**src/rtl/ppm_frame_decoder.sv**
```systemverilog
// PPM receive demodulator: preamble lock, per-symbol slot timing, packet
// reassembly and an avail/read handoff of the packet or a frame error.
module ppm_frame_decoder #(
    parameter int PULSE_CT = 7500,
    parameter int N_MOD    = 2,
    parameter int L        = 15000,
    parameter int N_PKT    = 48,
    parameter int PRE_CT   = 4,
    parameter int DELTA    = 1
) (
    input  logic             clk,
    input  logic             rst,
    input  logic             pulse,
    input  logic             read,
    output logic [N_PKT-1:0] data,
    output logic             avail,
    output logic             error
);

    localparam int NSLOT = 2 ** N_MOD;
    localparam int SLOT  = L / NSLOT;
    localparam int N_SYM = N_PKT / N_MOD;
    localparam int TW    = $clog2(N_SYM * L + L + DELTA + 1);
    localparam int MAXO  = (NSLOT - 1) * SLOT + DELTA;
    localparam int PW    = $clog2(PRE_CT + 1);
    localparam int SW    = $clog2(N_SYM + 1);

    // Reject parameter sets where slot neighbourhoods overlap or the
    // tolerance exceeds the pulse width.
    if ((L % NSLOT) != 0 || (N_PKT % N_MOD) != 0 ||
        DELTA >= SLOT / 2 || DELTA >= PULSE_CT) begin : g_bad_params
        $error("ppm_frame_decoder: inconsistent parameters");
    end

    typedef enum logic [1:0] {IDLE, PRE, DATA, HOLD} state_t;

    state_t           state_q, state_d;
    logic [2:0]       sync_q, sync_d;
    logic [TW-1:0]    t_q, t_d;
    logic [TW-1:0]    win_q, win_d;
    logic [PW-1:0]    pre_q, pre_d;
    logic [SW-1:0]    sym_q, sym_d;
    logic [N_PKT-1:0] shreg_q, shreg_d;
    logic [N_PKT-1:0] data_q, data_d;
    logic             avail_q, avail_d;
    logic             error_q, error_d;

    logic             rise;
    logic             hit;
    logic [N_MOD-1:0] hit_v;
    logic             pre_ok;
    logic             pre_tmo;
    logic             data_tmo;

    // Two synchroniser stages plus a history bit for rising-edge detection.
    always_comb sync_d = {sync_q[1:0], pulse};

    assign rise = sync_q[1] & ~sync_q[2];

    // Timer windows: preamble spacing, data slot match and data timeout.
    // t_q counts cycles since the reference edge; win_q is the nominal
    // start of the current symbol window on the same time base.
    always_comb begin
        hit      = 1'b0;
        hit_v    = '0;
        pre_ok   = (int'(t_q) >= L - DELTA) && (int'(t_q) <= L + DELTA);
        pre_tmo  = int'(t_q) > L + DELTA;
        data_tmo = int'(t_q) > int'(win_q) + MAXO;
        for (int v = 0; v < NSLOT; v++) begin
            if (int'(t_q) >= int'(win_q) + v * SLOT - DELTA &&
                int'(t_q) <= int'(win_q) + v * SLOT + DELTA) begin
                hit   = 1'b1;
                hit_v = N_MOD'(v);
            end
        end
    end

    // Next-state and output logic of the frame FSM.
    always_comb begin
        state_d = state_q;
        t_d     = (t_q == '1) ? t_q : t_q + 1'b1;
        win_d   = win_q;
        pre_d   = pre_q;
        sym_d   = sym_q;
        shreg_d = shreg_q;
        data_d  = data_q;
        avail_d = avail_q;
        error_d = error_q;
        case (state_q)
            IDLE: begin
                if (rise) begin
                    state_d = PRE;
                    t_d     = TW'(1);
                    pre_d   = PW'(1);
                end
            end
            PRE: begin
                if (rise) begin
                    t_d = TW'(1);
                    if (!pre_ok) begin
                        pre_d = PW'(1);
                    end else if (int'(pre_q) == PRE_CT - 1) begin
                        state_d = DATA;
                        sym_d   = '0;
                        win_d   = TW'(L);
                        shreg_d = '0;
                    end else begin
                        pre_d = pre_q + 1'b1;
                    end
                end else if (pre_tmo) begin
                    state_d = IDLE;
                end
            end
            DATA: begin
                if (rise && hit) begin
                    shreg_d = {shreg_q[N_PKT-N_MOD-1:0], hit_v};
                    sym_d   = sym_q + 1'b1;
                    win_d   = win_q + TW'(L);
                    if (int'(sym_q) == N_SYM - 1) begin
                        state_d = HOLD;
                        data_d  = {shreg_q[N_PKT-N_MOD-1:0], hit_v};
                        avail_d = 1'b1;
                        error_d = 1'b0;
                    end
                end else if (rise || data_tmo) begin
                    state_d = HOLD;
                    data_d  = '0;
                    avail_d = 1'b1;
                    error_d = 1'b1;
                end
            end
            HOLD: begin
                if (read) begin
                    state_d = IDLE;
                    avail_d = 1'b0;
                    error_d = 1'b0;
                end
            end
            default: state_d = IDLE;
        endcase
    end

    // State registers with synchronous reset.
    always_ff @(posedge clk) begin
        if (rst) begin
            state_q <= IDLE;
            sync_q  <= '0;
            t_q     <= '0;
            win_q   <= '0;
            pre_q   <= '0;
            sym_q   <= '0;
            shreg_q <= '0;
            data_q  <= '0;
            avail_q <= 1'b0;
            error_q <= 1'b0;
        end else begin
            state_q <= state_d;
            sync_q  <= sync_d;
            t_q     <= t_d;
            win_q   <= win_d;
            pre_q   <= pre_d;
            sym_q   <= sym_d;
            shreg_q <= shreg_d;
            data_q  <= data_d;
            avail_q <= avail_d;
            error_q <= error_d;
        end
    end

    assign data  = data_q;
    assign avail = avail_q;
    assign error = error_q;

endmodule

```
**config.mk**
```make
export PLATFORM = sky130hd
export DESIGN_NAME = ppm_frame_decoder
export DESIGN_NICKNAME = d
export VERILOG_FILES = /design/src/rtl/ppm_frame_decoder.sv
export SDC_FILE = /design/constraint.sdc
export NUM_CORES = 1
export LEC_CHECK = 0
export CAP_MARGIN = 10
export CELL_PAD_IN_SITES_DETAIL_PLACEMENT = 1
export CELL_PAD_IN_SITES_GLOBAL_PLACEMENT = 2
export CORE_MARGIN = 2
export CORE_UTILIZATION = 39
export CTS_BUF_LIST = sky130_fd_sc_hd__clkbuf_2 sky130_fd_sc_hd__clkbuf_4 sky130_fd_sc_hd__clkbuf_8
export CTS_CLUSTER_SIZE = 20
export DETAILED_ROUTE_END_ITERATION = 7
export GPL_TIMING_DRIVEN = 0
export PLACE_DENSITY = 0.84
export SKIP_CTS_REPAIR_TIMING = 1
export SLEW_MARGIN = 20
export SYNTH_ARGS = -nofsm -noshare
export SYNTH_HDL_FRONTEND = slang
export SYNTH_SLANG_ARGS = --single-unit
```
**constraint.sdc**
```tcl
create_clock -name clk -period 6.8 [get_ports clk]
set_input_delay 1.02 -clock clk [delete_from_list [all_inputs] [get_ports clk]]
set_output_delay 1.02 -clock clk [all_outputs]
set_load 0.01 [all_outputs]
```
==> metrics.md <==
| Metric | Value |
|---|---|
| Syn avg cell area | `around 8.5 µm²` |
| Worst setup EP type | `flop` |
| Clk pin slew, worst setup/hold paths | `0.10 ns` |
| Rows | `59` |
| Leading area contributor after synthesis | `dfxtp_1` |
| Vias in the first global route | `9787` |
| Placer congestion estimate | `around 0.87` |
| Final slew viol count | `0` |
| Via count | `9927` |
| Synth cell types | `86` |
| Syn_nets | `1350` |
| Initial Util | `39.9%` |
| Dpl cells | `~1600` |
| Final period util | `95.0%` |
| Max VDD drop | `~0.086 mV` |
| Sw frac | `28.9%` |
| Slew @ Worst Pin | `~0.99 ns` |
| Max-Cap Viols | `0` |
| Setup Skew | `0.0234 ns` |
| Hold Slack | `0.477 ns` |
| Drt via density | `between 6 and 7` |
| Primary FF master, synth | `dfxtp_1` |
| Detail Route Antenna Nets | `0` |
| Fmax | `155 MHz` |
| Wire per inst | `~22 µm` |
| Setup Viol. Count Final | `0` |
| CTS tree | `done` |
| Full die area | `0.0281 mm²` |
| Clock sinks | `144` |
| Placed instance area | `0.0114 mm²` |
| WHS Path Cells | `2` |
| Worst-Skew Late Latency | `0.48 ns` |
| R2R cell count | `24` |
| PortBufs | `53` |
| Post-route cell area | `0.0118 mm²` |
| Post-synth EDFFs | `0` |
| I/O pins | `54` |
| Layout area overhead | `13.2%` |
| Crit start category | `flop` |
| Clock share of power | `~42%` |
| Share of cells above drive strength 1 | `under 10%` |
| Max Root-Sink Buffers | `2` |
| Die Ht | `approximately 170 µm` |
| Root buffer cell | `clkbuf_8` |
| YS warnings | `0` |
| Non-Filler Instances | `1650` |
| HPWL Detailed | `27.5 mm` |
| CP required | `7.21 ns` |
| Overall Global Routing Usage | `26.2%` |
| M2 GR Usage | `40.2%` |
| Combinational share of power | `4.5%` |
| Initial antenna violation count | `0` |
| Total CTS buffers | `17` |
| Synth top area cells | `dfxtp_1, ha_1, xnor2_1` |
| Post-Syn Area | `between 0.01 and 0.015 mm²` |
| Normalized max-slew margin | `between 30% and 40%` |
| Pre-antenna DRT Iters | `5` |
| Power per cell area | `135 mW/mm²` |
| 1st-iter DRT viols | `732` |
| Drt drc | `0` |
| TNS Setup | `0 ns` |
| Final WL | `36.2 mm` |
| Leak Pwr | `4.48 nW` |
| Reg power frac | `between 50 and 60%` |
| Register area share after synthesis | `27.6%` |
| First-pass GRT wire length | `~58 mm` |
| Nets | `1427` |
| Tmin final | `6.46 ns` |
| Yosys reg bits | `144` |
| WP data arrival | `6.87 ns` |
| Synth top area share | `27.6%` |
| GR peak layer | `met2` |
| CORE AREA | `0.0262 mm²` |
| Internal Power | `about 1.1 mW` |
| Die W | `roughly 170 µm` |
| Hold Crit Class | `flop to flop` |
| Met3 track demand over resource | `3.12%` |
| Met1 usage | `39.0%` |
| Crit Path Category | `flop to flop` |
| Ys async rst share | `0%` |
| Outcome | `complete, no violations` |
| Fin. Hold Viols | `0` |
| CP max FO | `10` |
| R2r setup slk | `0.34 ns` |
| Largest net degree at the start of global routing | `17` |
| Cells after synthesis | `1225` |
| GRT overflow | `0` |
| Sw power | `between 400 and 500 µW` |
| Htree depth | `4` |
==> synth_stat cells, types with 9 or more instances <==
library cell,number
nand2b_1,14
o21ai_0,42
o21a_1,12
a22o_1,46
clkbuf_1,48
dfxtp_1,144
a21o_1,16
nand2_1,74
and3_1,9
a31oi_1,13
xor2_1,12
and4_1,11
nand4b_1,49
a21oi_1,112
nor2_1,73
or3_1,10
nor2b_1,9
ha_1,121
o211ai_1,9
nand3_1,86
inv_1,19
buf_2,24
xnor2_1,75
nor3_1,23
a211oi_1,13
nand4_1,19
==> final timing paths <==
kind | start | end
min | pre_q[2] | pre_q[2]
min reg2reg | pre_q[2] | pre_q[2]
max reg2reg | win_q[4] | shreg_q[41]
max | win_q[4] | shreg_q[41]
==> critical path, cell delays in order, from the launching register on <==
cell	delay, ns
dfxtp_1	0.44
buf_4	0.22
inv_1	0.19
nor3_2	0.34
o21a_1	0.23
nor2_1	0.06
nor2_1	0.25
nor3_1	0.19
a21oi_2	0.33
nand3_1	0.18
xnor2_1	0.19
ha_1	0.32
nand4_1	0.24
nor4_2	0.40
or4b_1	0.48
a21o_1	0.21
nand4_1	0.10
nand3_1	0.30
and3_1	0.28
buf_6	0.14
a21oi_2	0.34
buf_2	0.31
buf_2	0.33
nand4b_1	0.14
a21oi_1	0.19
==> power by group through the flow <==
| stage | clock network, mW | logic [mW] | registers (mW) |
|---|---|---|---|
| 2_1_floorplan | 0 | 0.0473 | 0.867 |
| 3_3_place_gp | 0 | 0.0703 | 0.868 |
| 3_5_place_dp | 0 | 0.0709 | 0.868 |
| 4_1_cts | 0.692 | 0.0711 | 0.849 |
| 5_1_grt | 0.723 | 0.0792 | 0.849 |
| 6_report | 0.672 | 0.0722 | 0.849 |
==> cell families (layout without fill, tap and decap cells) <==
group | count (synthesis) | in the layout | share of synthesized area [%]
AOI/OAI and AO/OA | 334 | 334 | 22.3
muxes | 2 | 2 | 0.192
adders and majority gates | 122 | 122 | 14.6
other | 0 | 1 | 0
buffers and inverters | 117 | 206 | 5.38
xor gates and xnor gates | 90 | 90 | 7.88
and+or+nand+nor | 416 | 416 | 22.1
DFF | 144 | 144 | 27.6
==> layout make-up <==
cell class                 count  area, µm²
fill                        3091      14400
timing repair buffer          58        568
clock buffer                  17        234
antenna                        1       2.50
clock inverter                14        123
buffer                        88        439
sequential                   144       2880
multi-input combinational    964       7030
tap                          335        419
inverter                      29        126
==> flip-flops by register name, summed over array words and instances (netlist names), 2 cells and up <==
register  count
data         48
shreg_q      46
t_q          19
win_q        16
sym_q         5
pre_q         3
sync_q        3
state_q       2
==> layer usage <==
metal  vias to the layer above  routed length, µm  share of wire, %
met3                        29               1520               4.2
met2                       207              15800                44
met5                         -                  0                 0
met1                      4958              18500                51
li1                       4733                  -                 -
met4                         0                456               1.3
==> cell usage in the layout, fill, tap and decap left out, types with 7 or more instances in the layout <==
cell type | synthesis | final
xnor2_1 | 75 | 75
nand4_1 | 19 | 19
nor2b_1 | 9 | 9
buf_4 | 5 | 10
a21oi_1 | 112 | 111
o211ai_1 | 9 | 9
dfxtp_1 | 144 | 143
nand2_1 | 74 | 74
inv_1 | 19 | 18
nand4b_1 | 49 | 49
or3_1 | 10 | 10
buf_2 | 24 | 24
a31oi_1 | 13 | 13
buf_6 | 8 | 8
and2_1 | 7 | 7
o31ai_1 | 7 | 7
xor2_1 | 12 | 12
nor2_1 | 73 | 73
o21a_1 | 12 | 12
nor3_1 | 23 | 22
and4_1 | 11 | 11
a211oi_1 | 13 | 13
or4_1 | 8 | 8
nand3_1 | 86 | 86
ha_1 | 121 | 121
o21ai_0 | 42 | 42
a22o_1 | 46 | 46
clkbuf_8 | 0 | 17
and3_1 | 9 | 9
clkdlybuf4s50_1 | 0 | 53
inv_6 | 0 | 7
clkbuf_1 | 48 | 48
nand2b_1 | 14 | 14
a21o_1 | 16 | 16
==> per-stage QoR <==
step | power [mW] | utilization, % | worst slack [ns]
2_1_floorplan | 0.915 | - | 1.69
3_3_place_gp | 0.939 | 43.5 | 0.00581
3_5_place_dp | 0.939 | 43.5 | -0.0336
4_1_cts | 1.61 | 44.9 | -0.0554
5_1_grt | 1.65 | 45.1 | -0.0152
6_report | 1.59 | 45.1 | 0.337
Note: power is estimated with default switching activity, not from simulation.
==> variant: new RTL, config.mk and constraints unchanged <==
The parameter `N_PKT` goes from 48 to 96.
--- a/src/rtl/ppm_frame_decoder.sv
+++ b/src/rtl/ppm_frame_decoder.sv
@@ -4,7 +4,7 @@
     parameter int PULSE_CT = 7500,
     parameter int N_MOD    = 2,
     parameter int L        = 15000,
-    parameter int N_PKT    = 48,
+    parameter int N_PKT    = 96,
     parameter int PRE_CT   = 4,
     parameter int DELTA    = 1
 ) (
Interface: changed (resized data); port bits go from 54 to 102. No check against the original RTL was run, so the function may have changed too.
==> variant against the original RTL <==
Power is 89% higher; non-clock buffer count is 82 higher; area after synthesis is 33% higher; sequential cell count is 99 higher; largest cell class unchanged; sequential share of layout area is 5.4 points higher; clock power is 110% higher; highest routed layer unchanged; routed wire length is 27% higher; final area is 38% higher; worst setup slack better by 0.15 ns; critical path type unchanged; via count is 31% higher.
==> variant: results (changes against the original RTL) <==
status finished clean; Layout Skew 0.0496 ns (+0.0262 ns); crit-path max FO 10 (unchanged); 1st-pass router iterations 5 (unchanged); initial antenna violation count 1 (+1); CTS buffer count 43 (+26); Syn Nets 1,732 (+28%); first-pass GRT wire length 73,300 um (+27%); Compound-Gate Fraction of Synth Area 24.4% (+2.1 points); # placed instances 2,153 (+33%); CTS max path bufs 3 (+1); yosys warns 0 (unchanged); Synth Area in XOR/XNOR 6.54% (-1.3 points); dpl ws 0.253 ns (+0.286 ns); NetSw 0.000762 W (+66%); library cells used by synthesis 74 (-14%); r2r setup slk 0.49 ns (+0.15 ns); # diodes 0 (-1); Final nets 1,878 (+32%); via count 13,044 (+31%); area of the multi-input gates 0.00835 mm2 (+19%); wire length per cell 20.7 um (-5.5%); min-delay worst type reg -> reg; Skew-Pair Late Insertion Delay 0.61 ns (+0.13 ns); period utilization 92.8% (-2.2 points); GRT Overall Usage 25.0% (-1.2 points); Hold Slack 0.438 ns (-0.0393 ns); htree depth 2 (-2); GPL Wtd Cong 0.855 (-2.1%); DRT iter0 DRCs 703 (-4.0%); routed length on met3 2360 um (+55%); met2 wire len 19,800 um (+26%); multiplexer share of the synthesized area 0.451% (+0.26 points); Root Buffer clkbuf_8; Post-synth ARST share 0% (unchanged); Worst Hold Launch sync_q[0]; Post-Synth Adder-Cell Area 12.4% (-2.2 points); Worst-path clk slew 0.05 ns (-0.05 ns); largest net degree at the start of global routing 16 (-1); Post-synth top cells 243 x dfxtp_1, 170 x a21oi_1, 142 x o21ai_0, 137 x ha_1, 120 x nand4_1; Leakage 6.15 nW (+37%); VDD IR max 154 uV (+79%); Reg-to-Reg Start win_q[4]; Worst slew margin 43.2% (+10 points); ratio of cells with drive above 1 in the final layout 7.66% (-0.94 points); crit path DAT 6.77 ns (-0.10 ns); DR vias/cell 5.87 (-2.5%); Final HPWL DP 34,300 um (+24%); RR Endpoint data[74]; uppermost routed layer met4; R2R cell count 20 (-17%); syn_area_per_cell 8.72 um2 (+2.3%); register area share after synthesis 35.1% (+7.5 points); met1 wire length 23,100 um (+25%); Worst Setup End Kind register; fillers 4,120 (+33%); cell area after placement 0.0155 mm2 (+36%); Synth area leaders dfxtp_1 35%, ha_1 12%, a21oi_1 6.1%, a22o_1 6.1%, xnor2_1 5.6%; max reg flops 96 (+100%); port buffer count 101 (+91%)
[variant: metal layers]
layer	vias to the layer above	global-route usage, %
met5	-	0
met1	6441	36.7
met3	60	4.89
li1	6286	-
met2	257	37.3
met4	0	6.11
[variant: how the worst min path moves through the flow]
stage,end,depth (start not counted)
after floorplan,sync_q[1],1
after global placement,sync_q[1],1
after detailed placement,sync_q[1],1
after CTS,data[94],1
after global routing,sync_q[1],1
final,sync_q[1],1
[variant: cell type report]
type / instances / share of cell area [%]
Multi-Input combinational cell: 1189 / 51.1
Sequential cell: 243 / 29.8
Timing Repair Buffer: 101 / 6.19
Clock buffer: 68 / 5.15
Tap cell: 461 / 3.53
Buffer: 127 / 3.37
Inverter: 32 / 0.735
Clock inverter: 3 / 0.145
[variant: critical path: stages, from the launching register on]
cell and delay, ns:
dfxtp_1 0.40, or4_4 0.63, or3_1 0.33, buf_4 0.18
a21oi_1 0.46, nor2_1 0.19, o21ai_0 0.40, xnor2_1 0.22
nand3_1 0.13, nor4_1 0.27, xor2_1 0.18, ha_1 0.27
o2111a_1 0.14, a221oi_2 0.49, o221ai_1 0.32, a221o_1 0.52
nor2b_1 0.19, buf_2 0.19, buf_2 0.22, buf_2 0.22
a22o_1 0.25
[variant: power groups by stage]
stage / registers, W / clock network (W) / logic, W
5_1_grt: 0.00143 / 0.00150 / 0.000196
6_report: 0.00143 / 0.00140 / 0.000180
4_1_cts: 0.00143 / 0.00144 / 0.000178
2_1_floorplan: 0.00146 / 0 / 0.000112
3_3_place_gp: 0.00146 / 0 / 0.000176
3_5_place_dp: 0.00146 / 0 / 0.000177
